`src/rtl/mem_bus_initiator.sv`:
```
// mem_bus_initiator: bus master issuing one RAM word read/write per request, with wait states.
// Define MEM_ADDR_CHECK_EN to reject addresses outside ADDRESS_MASK with a fault pulse.
module mem_bus_initiator #(
  parameter int unsigned WAIT_STATES  = 0,
  parameter logic [16:0] ADDRESS_MASK = 17'h7f
) (
  input  logic         clock,
  input  logic         reset,
  input  logic         req,
  input  logic         we_req,
  input  logic [15:31] addr_in,
  input  logic [0:31]  wdata,
  output logic         busy,
  output logic         done,
  output logic [0:31]  rdata,
  output logic         fault,
  output logic [15:31] mem_address,
  output logic         mem_write_en,
  output logic [0:31]  mem_data_out,
  input  logic [0:31]  mem_data_in
);

  typedef enum logic [1:0] {
    IDLE,
    ACCESS,
    FLT
  } state_e;

  localparam logic [3:0] WaitLd = 4'(WAIT_STATES);

`ifdef MEM_ADDR_CHECK_EN
  localparam bit AddrCheck = 1'b1;
`else
  localparam bit AddrCheck = 1'b0;
`endif

  state_e        state_q;
  logic [3:0]    count_q;
  logic [15:31]  addr_q;
  logic [0:31]   wdata_q;
  logic          we_q;
  logic          done_q;
  logic          fault_q;
  logic [0:31]   rdata_q;
  logic          oob;
  logic          in_access;

  assign oob = AddrCheck &&
               ((addr_in & ~ADDRESS_MASK) != '0);

  always_ff @(posedge clock or posedge reset) begin
    if (reset) begin
      state_q <= IDLE;
      count_q <= '0;
      addr_q  <= '0;
      wdata_q <= '0;
      we_q    <= 1'b0;
      done_q  <= 1'b0;
      fault_q <= 1'b0;
      rdata_q <= '0;
    end else begin
      done_q  <= 1'b0;
      fault_q <= 1'b0;
      unique case (state_q)
        IDLE: begin
          if (req) begin
            addr_q  <= addr_in;
            wdata_q <= wdata;
            we_q    <= we_req;
            count_q <= WaitLd;
            if (oob) begin
              state_q <= FLT;
              done_q  <= 1'b1;
              fault_q <= 1'b1;
            end else begin
              state_q <= ACCESS;
            end
          end
        end
        ACCESS: begin
          if (count_q != 4'd0) begin
            count_q <= count_q - 4'd1;
          end else begin
            if (!we_q) begin
              rdata_q <= mem_data_in;
            end
            done_q  <= 1'b1;
            state_q <= IDLE;
          end
        end
        FLT: begin
          state_q <= IDLE;
        end
        default: begin
          state_q <= IDLE;
        end
      endcase
    end
  end

  // Bus outputs decode from registers only, so reset clears them without a clock.
  assign in_access    = (state_q == ACCESS);
  assign busy         = (state_q != IDLE);
  assign mem_address  = in_access ? addr_q : '0;
  assign mem_data_out = in_access ? wdata_q : '0;
  assign mem_write_en = in_access && we_q &&
                        (count_q == 4'd0);
  assign done         = done_q;
  assign fault        = fault_q;
  assign rdata        = rdata_q;

endmodule
```
`config.mk`:
```
export PLATFORM = sky130hd
export DESIGN_NAME = mem_bus_initiator
export DESIGN_NICKNAME = d
export VERILOG_FILES = /design/src/rtl/mem_bus_initiator.sv
export SDC_FILE = /design/constraint.sdc
export NUM_CORES = 1
export LEC_CHECK = 0
export CORE_MARGIN = 10
export CORE_UTILIZATION = 30
export CTS_BUF_LIST = sky130_fd_sc_hd__clkbuf_8
export DETAILED_ROUTE_END_ITERATION = 10
export GPL_TIMING_DRIVEN = 0
export PLACE_DENSITY = 0.71
export SYNTH_ARGS = -nofsm -noshare
export SYNTH_HDL_FRONTEND = slang
export SYNTH_SLANG_ARGS = --single-unit
```
`constraint.sdc`:
```
create_clock -name clock -period 7.9 [get_ports clock]
set_input_delay 1.185 -clock clock [delete_from_list [all_inputs] [get_ports clock]]
set_output_delay 1.185 -clock clock [all_outputs]
set_load 0.005 [all_outputs]
```
==> metrics, run 1 <==
max-slew violations=0; average wire per standard cell=approximately 16 um; Max Fclk=approximately 300 MHz; Hold WC Path Type=reg2reg; Final Power=around 1.2 mW; crit-path cells=inv_1, ha_1, nor4bb_4, and2_1, clkdlybuf4s50_1; antenna violations before repair=0; number of global-route vias before repair=approximately 3,300; total wire length=11.3 mm; port bufs=168; Core Box Area=approximately 0.012 mm2; RSZ-0062 raised after global routing=no; sequential cell area fraction in the yosys report=0.589; Worst EP required=roughly 6.7 ns; worst-margin pin slew=just under 0.7 ns; peak supply drop=0.0641 mV; syn_nets=between 400 and 500; die width=132 um; Yosys warnings=0; WP data arrival=2.14 ns; final hold violation count=0; CP endpoint kind=output pin; Rel. slew slack=0.540; CTS Buffer Depth=2; Reg-to-Reg End=rdata[12]; CTS sink cnt=88; Cells after Synth=around 370; M2 GR Usage=0.207; Critical Path Max Stage Delay=approximately 0.52 ns; Worst Setup SP=count_q[0]; CTS tree=yes; post-CTS setup buffers=0; Hold Crit Depth=2; DP HPWL=~9 mm; Synth cell types=22; R2R Path Start=count_q[0]; Final Skew=between 0.008 and 0.009 ns; status=finished, final reports clean; ratio of final minimum period to clock period=0.420; Synth Area in Adders=0.00669; most used routing layer=met2; critical path endpoint=mem_write_en; setup TNS=0 ns; Power Density=197 mW/mm2; Root Driver=clkbuf_8; layout cells sized above 1=0.0542; initial cell density of the core=0.309; P_leak=2.69 nW; Post-DRT Antenna Nets=0; CP startpoint kind=flip-flop; Syn Std Cell Area=~0.0037 mm2; Row Count=40; number of max-cap violations=0; met1 Use GR=0.157; delay-heaviest family, CP=buffers and inverters; ANT cells=0; most frequent cells in the layout=clkdlybuf4s50_1, nand2_1, dfrtp_1; # setup viols final=0; Avg Cell Area, Syn=between 10 and 15 um2; M3 GR Usage=0.0503; Post-Synth XOR/XNOR Area=0; Compound-Gate Fraction of Synth Area=0.00970; TritonRoute pass-1 iters=4; Post-CTS Hold Fix Bufs=0; post-CTS sizing=0; largest net degree at the start of global routing=58; synthesized flop and latch total=88; most common cell after layout, fill and taps aside=clkdlybuf4s50_1; slowest cell on the critical path=clkdlybuf4s50_1; largest family of logic cells by synthesized area=simple AND/OR/NAND/NOR gates; die area=0.0173 mm2; Clock Latency Late Sink=0.37 ns; mux cell area share after synthesis=0.102; CTS Buf Count=9; Final Net Count=636; P&R area growth vs syn=56.3%; R2R cell count=7; worst path bufs/invs=2; Crit path depth=5; crit path kind=reg2out; gpl congestion=~0.72; vias after detailed routing=a little over 3,000; grt total ovfl=0; fin crit period=3.32 ns; first-pass GRT wire length=approximately 18 mm; via-per-instance ratio=roughly 4.2; CTS HTree Levels=3; # fillers=1,152; All-Layer GR Usage=0.131; Die H=about 130 um; Synth Area in Simple Gates=0.256; 1st-iter DRT viols=roughly 190; CTS clk-pin slew, worst paths=roughly 0.09 ns; Worst Path Max Fanout=5; flop-to-flop setup slack=approximately 6 ns; # DRC=0; IO Count=170
==> cells in the mapped netlist <==
cell type,number,share of area
o31a_1,1,0.0023
and2b_1,1,0.0020
conb_1,1,0.0010
or4_1,1,0.0020
mux2_2,2,0.0060
ha_1,2,0.0067
o21ai_0,4,0.0054
nand2b_1,2,0.0033
clkbuf_1,13,0.013
mux2i_1,2,0.0054
nand2_1,153,0.15
o31ai_1,1,0.0020
nor2_1,1,0.0010
mux2_1,30,0.090
and2_1,50,0.084
nor4bb_4,1,0.0067
buf_6,3,0.0090
buf_2,5,0.0067
nor2b_1,2,0.0033
inv_1,4,0.0040
dfrtp_1,88,0.59
buf_4,2,0.0040
==> power breakdown <==
part / leakage [nW] / switching (mW) / internal [mW]
Sequential: 1.07 / 0.0341 / 0.524
Combinational: 1.52 / 0.108 / 0.188
Clock: 0.103 / 0.159 / 0.138
Total: 2.69 / 0.301 / 0.850
==> per-stage QoR <==
step                setup WS, ns  instances  hold WS [ns]  instance area, um2   util
floorplan                   4.44        369         0.437                3740      -
global placement            3.01        705         0.448                5630  0.465
detailed placement          4.97        706         0.455                5660  0.468
CTS                         4.55        722         0.476                5850  0.483
global route                4.45        722         0.495                5850  0.483
finish                      4.58        722         0.471                5850  0.483
==> worst min path at each step <==
stage | startpoint | end | slack [ns]
after floorplan | wdata_q[10] | wdata_q[10] | 0.44
after global placement | wdata_q[31] | wdata_q[31] | 0.45
after detailed placement | wdata_q[30] | wdata_q[30] | 0.45
after CTS | wdata_q[30] | wdata_q[30] | 0.48
after global routing | wdata_q[24] | wdata_q[24] | 0.50
final | wdata_q[26] | wdata_q[26] | 0.47
==> worst min-delay path: cells and delay by family (launching register included) <==
kind             cells  cell delay [ns]
DFF                  1             0.34
and+or+nand+nor      2             0.10
==> state kept, by name (all words and copies together), names as in the netlist <==
signal / cells
addr_q: 17
count_q: 4
done: 1
rdata: 32
state_q: 1
wdata_q: 32
we_q: 1
==> logic make-up (layout without fill, tap and decap cells) <==
group | count (synthesis) | after routing
AO/OA/AOI/OAI | 6 | 6
AND/OR/NAND/NOR | 211 | 211
buffers and inverters | 27 | 212
flip-flops | 88 | 88
adder cells (fa/ha/maj) | 2 | 2
other | 1 | 1
multiplexers | 34 | 34
==> per-layer routing <==
layer | up-vias | part of all wire
li1 | 1501 | -
met1 | 1430 | 0.44
met2 | 125 | 0.46
met3 | 11 | 0.085
met4 | 0 | 0.016
met5 | - | 0
==> area by class of cell <==
class                      instances  area (um2)  area share
sequential                        88        2200       0.377
timing repair buffer             169        1710       0.292
multi-input combinational        254        1400       0.240
tap                              168         210      0.0360
clock buffer                      12         165      0.0282
buffer                            23         123      0.0210
clock inverter                     4        18.8     0.00321
inverter                           4        17.5     0.00300
(Power assumes the default switching activity.)
==> run 2, diff against run 1 <==
==> constraint.sdc (replaced) <==
create_clock -name clock -period 3.1 [get_ports clock]
set_input_delay 0.465 -clock clock [delete_from_list [all_inputs] [get_ports clock]]
set_output_delay 0.465 -clock clock [all_outputs]
set_load 0.005 [all_outputs]
==> results of run 2 <==
Same layout as run 1 (identical final DEF). Status: finished, final reports clean.
Among the figures that moved: setup slack after placement 4.97 ns -> 0.891 ns; setup slack after layout 4.58 ns -> 0.500 ns; hold slack 0.471 ns -> 0.454 ns; register-to-register setup slack 5.90 ns -> 1.10 ns; total power 1.15 mW -> 2.93 mW; worst IR drop on VDD 0.0641 mV -> 0.163 mV
